File: src/rtl/uart_alu_pkg.sv
// Shared types and constants for the UART <-> ALU framing stage.
// FSM encoding, default widths and the ALU opcode set.
package uart_alu_pkg;

    localparam int DBIT_DEF = 8;
    localparam int OP_W_DEF = 6;

    typedef enum logic [2:0] {
        ST_WAIT_A  = 3'd0,
        ST_WAIT_B  = 3'd1,
        ST_WAIT_OP = 3'd2,
        ST_LATCH   = 3'd3,
        ST_SEND    = 3'd4
    } state_t;

    localparam logic [5:0] OP_ADD = 6'h20;
    localparam logic [5:0] OP_SUB = 6'h22;
    localparam logic [5:0] OP_AND = 6'h24;
    localparam logic [5:0] OP_OR  = 6'h25;
    localparam logic [5:0] OP_XOR = 6'h26;
    localparam logic [5:0] OP_SRA = 6'h03;
    localparam logic [5:0] OP_SRL = 6'h02;
    localparam logic [5:0] OP_NOR = 6'h27;

endpackage

File: src/rtl/uart_alu_timeout.sv
// Inter-byte idle counter; only instantiated when UART_ALU_TIMEOUT_EN
// is defined. Saturates at CYCLES and flags expiry.
module uart_alu_timeout #(
    parameter int CYCLES = 2_000_000
) (
    input  logic clk,
    input  logic reset,
    input  logic i_clr,
    input  logic i_inc,
    output logic o_expired
);

    localparam int CW = $clog2(CYCLES + 1);
    localparam logic [CW-1:0] LIM = CW'(CYCLES);

    logic [CW-1:0] r_cnt;

    always_ff @(posedge clk) begin
        if (reset || i_clr)
            r_cnt <= '0;
        else if (i_inc && !o_expired)
            r_cnt <= r_cnt + 1'b1;
    end

    assign o_expired = (r_cnt == LIM);

endmodule

File: src/rtl/uart_alu_intf.sv
// Pops A, B, opcode from the RX FIFO, latches the ALU result, pushes it to TX.
// Optional inter-byte timeout: define UART_ALU_TIMEOUT_EN.
module uart_alu_intf
    import uart_alu_pkg::*;
#(
    parameter int DBIT           = DBIT_DEF,
    parameter int OP_W           = OP_W_DEF,
    parameter int TIMEOUT_CYCLES = 2_000_000
) (
    input  logic            clk,
    input  logic            reset,
    input  logic            rx_empty,
    input  logic [DBIT-1:0] r_data,
    output logic            rd_uart,
    input  logic            tx_full,
    output logic            wr_uart,
    output logic [DBIT-1:0] w_data,
    input  logic [DBIT-1:0] alu_result,
    output logic [DBIT-1:0] a,
    output logic [DBIT-1:0] b,
    output logic [OP_W-1:0] op,
    output logic [DBIT-1:0] led
);

    state_t          r_state;
    state_t          w_state_next;
    logic            w_rd;
    logic            w_wr;
    logic            w_expired;
    logic [DBIT-1:0] r_a;
    logic [DBIT-1:0] r_b;
    logic [OP_W-1:0] r_op;
    logic [DBIT-1:0] r_res;
    logic [DBIT-1:0] r_led;

`ifdef UART_ALU_TIMEOUT_EN
    logic w_to_clr;
    logic w_to_inc;

    assign w_to_clr = w_rd || (r_state == ST_WAIT_A) ||
                      (r_state == ST_LATCH) || (r_state == ST_SEND);
    assign w_to_inc = rx_empty &&
                      ((r_state == ST_WAIT_B) || (r_state == ST_WAIT_OP));

    uart_alu_timeout #(
        .CYCLES (TIMEOUT_CYCLES)
    ) u_timeout (
        .clk       (clk),
        .reset     (reset),
        .i_clr     (w_to_clr),
        .i_inc     (w_to_inc),
        .o_expired (w_expired)
    );
`else
    // No timeout in this build: the FSM waits indefinitely between bytes.
    assign w_expired = (TIMEOUT_CYCLES < 0);
`endif

    always_ff @(posedge clk) begin
        if (reset)
            r_state <= ST_WAIT_A;
        else
            r_state <= w_state_next;
    end

    always_comb begin
        w_state_next = r_state;
        unique case (r_state)
            ST_WAIT_A:
                if (!rx_empty) w_state_next = ST_WAIT_B;
            ST_WAIT_B:
                if (!rx_empty)     w_state_next = ST_WAIT_OP;
                else if (w_expired) w_state_next = ST_WAIT_A;
            ST_WAIT_OP:
                if (!rx_empty)     w_state_next = ST_LATCH;
                else if (w_expired) w_state_next = ST_WAIT_A;
            ST_LATCH:
                w_state_next = ST_SEND;
            ST_SEND:
                if (!tx_full) w_state_next = ST_WAIT_A;
            default:
                w_state_next = ST_WAIT_A;
        endcase
    end

    always_comb begin
        w_rd = 1'b0;
        w_wr = 1'b0;
        if (!reset) begin
            unique case (r_state)
                ST_WAIT_A, ST_WAIT_B, ST_WAIT_OP: w_rd = !rx_empty;
                ST_SEND:                          w_wr = !tx_full;
                default: ;
            endcase
        end
    end

    // Byte capture shares the pop edge; result latched in LATCH only.
    always_ff @(posedge clk) begin
        if (reset) begin
            r_a   <= '0;
            r_b   <= '0;
            r_op  <= '0;
            r_res <= '0;
            r_led <= '0;
        end else begin
            if (w_rd && r_state == ST_WAIT_A)  r_a  <= r_data;
            if (w_rd && r_state == ST_WAIT_B)  r_b  <= r_data;
            if (w_rd && r_state == ST_WAIT_OP) r_op <= r_data[OP_W-1:0];
            if (r_state == ST_LATCH) begin
                r_res <= alu_result;
                r_led <= alu_result;
            end
        end
    end

    assign rd_uart = w_rd;
    assign wr_uart = w_wr;
    assign w_data  = r_res;
    assign a       = r_a;
    assign b       = r_b;
    assign op      = r_op;
    assign led     = r_led;

endmodule

File: config.mk
export PLATFORM = sky130hd
export DESIGN_NAME = uart_alu_intf
export DESIGN_NICKNAME = d
export VERILOG_FILES = /design/src/rtl/uart_alu_pkg.sv /design/src/rtl/uart_alu_timeout.sv /design/src/rtl/uart_alu_intf.sv
export SDC_FILE = /design/constraint.sdc
export NUM_CORES = 1
export LEC_CHECK = 0
export BUFFER_PORTS_ARGS = -buffer_cell sky130_fd_sc_hd__buf_2
export CAP_MARGIN = 15
export CORE_ASPECT_RATIO = 0.7
export CORE_MARGIN = 2
export CORE_UTILIZATION = 40
export DETAILED_ROUTE_END_ITERATION = 10
export PLACE_DENSITY = 0.67
export SYNTH_ARGS = -nofsm -noshare
export SYNTH_HDL_FRONTEND = slang
export SYNTH_HIERARCHICAL = 1
export SYNTH_SLANG_ARGS = --single-unit
export TNS_END_PERCENT = 20
File: constraint.sdc
create_clock -name clk -period 1.9 [get_ports clk]
set_clock_uncertainty 0.15 [all_clocks]
set_input_delay 0.38 -clock clk [delete_from_list [all_inputs] [get_ports clk]]
set_output_delay 0.38 -clock clk [all_outputs]
set_load 0.01 [all_outputs]
==> results.sh <==
export IMPL_p_per_area_nw_per_um2=795.3
export IMPL_drv_cap=0
export IMPL_status="finished clean"
export IMPL_grt_max_degree=24
export IMPL_final_cell_mix="buf_2 (59), dfxtp_1 (31), nand2b_1 (30), inv_1 (16), o32ai_1 (16)"
export IMPL_rows=19
export IMPL_die_x_microns=80.31
export IMPL_first_iter_violations=72
export IMPL_seq_area_frac_synth_pct=40.52
export IMPL_max_freq_mhz=565.7
export IMPL_cp_data_arrival_time_ps=1240
export IMPL_synthDistinctLibCells=24
export IMPL_peakVddDrop_mv=0.3641
export IMPL_clkTransAtPathRegs_ps=70
export IMPL_cpPeakStageDelay_ps=370
export IMPL_gr_total_overflow=0
export IMPL_portBuffers=59
export IMPL_cts_buffer_depth=2
export IMPL_cp_max_fo=22
export IMPL_multi_input_area_sq_um=752.0
export IMPL_antenna_found_initial=0
export IMPL_grtUsageTotal_pct=16.00
export IMPL_ant_nets=0
export IMPL_min_period_over_period_pct=93.04
export IMPL_die_h_microns=57.42
export IMPL_synth_warnings=6
export IMPL_setup_violations=0
export IMPL_required_ps=1370
export IMPL_core_sq_um=3923
export IMPL_n_fill_cell=386
export IMPL_wl_per_cell_microns=12.68
export IMPL_r2r_setup_slack_ps=300
export IMPL_final_hold_violation_count=0
export IMPL_grt_util_met3_pct=5.222
export IMPL_slew_violations=0
export IMPL_slew_headroom_pct=63.67
export IMPL_drive_above_1_share_pct=39.07
export IMPL_cp_cell_sequence="buf_8 > nand2b_1 > nor4_1 > buf_2"
export IMPL_hold_end="led[0]$_SDFFE_PP0P_"
export IMPL_grt_pass1_vias=1198
export IMPL_final_common_cell="buf_2"
export IMPL_seq_area_sq_um=663.1
export IMPL_fin_crit_ps=1768
export IMPL_place_ws_ps=253.1
export IMPL_hold_buffers=0
export IMPL_gp_congestion=0.7521
export IMPL_hold_depth=3
export IMPL_cp_slowest_cell="dfxtp_2"
export IMPL_h_tree_depth=2
export IMPL_numCtsBuffers=5
export IMPL_clk_latency_ps=280
export IMPL_grt_first_pass_wirelength_mm=5.602
export IMPL_top_usage_layer="met2"
export IMPL_grt_setup_unrepaired="false"
export IMPL_synth_area_sq_um=1630
export IMPL_dieArea_sq_um=4611
export IMPL_startpoint_type="flip-flop"
export IMPL_synth_net_count=183
export IMPL_use_met2_pct=22.62
export IMPL_place_hpwl_mm=2.437
export IMPL_tns_ps=0
export IMPL_reg2reg_to="a[2]$_SDFFE_PP0P_"
export IMPL_initial_core_util_pct=41.56
export IMPL_cts_sinks=33
export IMPL_setup_ws_ps=132.2
export IMPL_wl_mm=3.386
export IMPL_avgSynthCellArea_sq_um=10.00
export IMPL_final_cells=267
export IMPL_reg2reg_depth=3
export IMPL_grt_use_met1_pct=22.50
export IMPL_area_growth_pct=24.33
export IMPL_crit_type="reg -> out"
export IMPL_drc_errors=0
export IMPL_num_antenna_cells=0
export IMPL_synth_seq_cells=33
export IMPL_synthCells=163
export IMPL_hold_class="in -> reg"
export IMPL_dp_cells=259
export IMPL_first_pass_iters=4
export IMPL_cts_tree="yes"
export IMPL_leakagePower_nw=0.8664
export IMPL_worstHoldStart="alu_result[0]"
export IMPL_cts_root_buffer="clkbuf_8"
export IMPL_r2r_start="r_state[1]$_SDFFE_PP0P_"
export IMPL_crit_path_end_kind="output pin"
export IMPL_tightest_slew_ps=545.0
export IMPL_vias_per_cell=4.757
export IMPL_io_pins=60
export IMPL_crit_family="flip-flops"
export IMPL_crit_buf_inv=2
export IMPL_via_count=1270
export IMPL_nets=234
[cells in the mapped netlist]
master	n	area, sq um
a2111oi_0	1	8.760
a211oi_1	1	7.510
a211oi_2	1	12.51
and3b_1	1	8.760
buf_2	4	20.02
buf_4	9	67.56
buf_6	4	45.04
clkbuf_1	7	26.28
dfxtp_1	33	660.6
inv_1	16	60.06
mux2i_1	14	140.1
nand2b_1	30	187.7
nand3b_1	9	67.56
nor4_1	1	6.260
nor4_4	1	21.27
nor4b_2	1	15.01
nor4b_4	1	23.77
nor4bb_1	1	10.01
o21ba_2	1	10.01
o32ai_1	16	140.1
or2_2	1	6.260
or3_1	1	6.260
or3b_1	8	70.07
or3b_2	1	8.760
[worst reg2reg max path, stage by stage (launching register included)]
cell and delay [ps]:
dfxtp_1 330, buf_4 170, or3_1 620, o32ai_1 210
[sequential cells by signal (all words and copies together), names as in the netlist]
register  flops
op            6
a             8
b             8
r_state       3
led           8
[power breakdown]
part           switching (mW)  internal [mW]
Combinational           0.101         0.0973
Sequential             0.0181          0.719
Clock                   0.249          0.427
[cell families after synthesis]
kind of cell	Yosys count	synth area share (%)
buffers and inverters	40	13.43
AOI/OAI and AO/OA	20	10.97
muxes	14	8.595
and+or+nand+nor	56	26.48
DFF	33	40.52
[worst max-delay path by stage]
stage	startpoint	to	slack [ps]	cells past startpoint
floorplan	r_state[0]$_SDFFE_PP0P_	rd_uart	90	3
global placement	reset	wr_uart	280	4
detailed placement	reset	wr_uart	250	4
CTS	r_state[0]$_SDFFE_PP0P_	rd_uart	40	2
global route	r_state[2]$_SDFFE_PP0P_	wr_uart	30	4
finish	r_state[2]$_SDFFE_PP0P_	wr_uart	130	4
[per-stage QoR]
stage               utilization (%)  power, mW  hold WS [ps]  instance area (sq um)
floorplan                         -     0.8849         342.6                   1630
global placement              48.42     0.9489         313.0                   1899
detailed placement            48.42     0.9503         312.9                   1899
CTS                           51.48      1.634         185.9                   2019
global route                  51.67      1.690         197.5                   2027
finish                        51.67      1.612         194.7                   2027
[repair_timing]
item,4_1_cts,5_1_grt
setup endpoints to repair,1,2
resized for setup,1,4
pin swaps,0,0
buffers inserted,0,0
endpoints found under the hold margin,0,0
[metal layers]
metal | wire length, microns | share of wire [%]
met2 | 1376 | 41
met3 | 199 | 5.9
met4 | 44 | 1.3
met5 | 0 | 0
met1 | 1765 | 52
[area by class of cell]
cell class	instances	share of cell area (%)
clock buffers	7	4.259
clock inverters	1	1.481
inverters	16	2.963
multi-input cells	90	37.10
flip-flops and latches	33	32.72
well taps	52	3.210
repair buffers	68	18.27
Note: power is estimated with default switching activity, not from simulation.
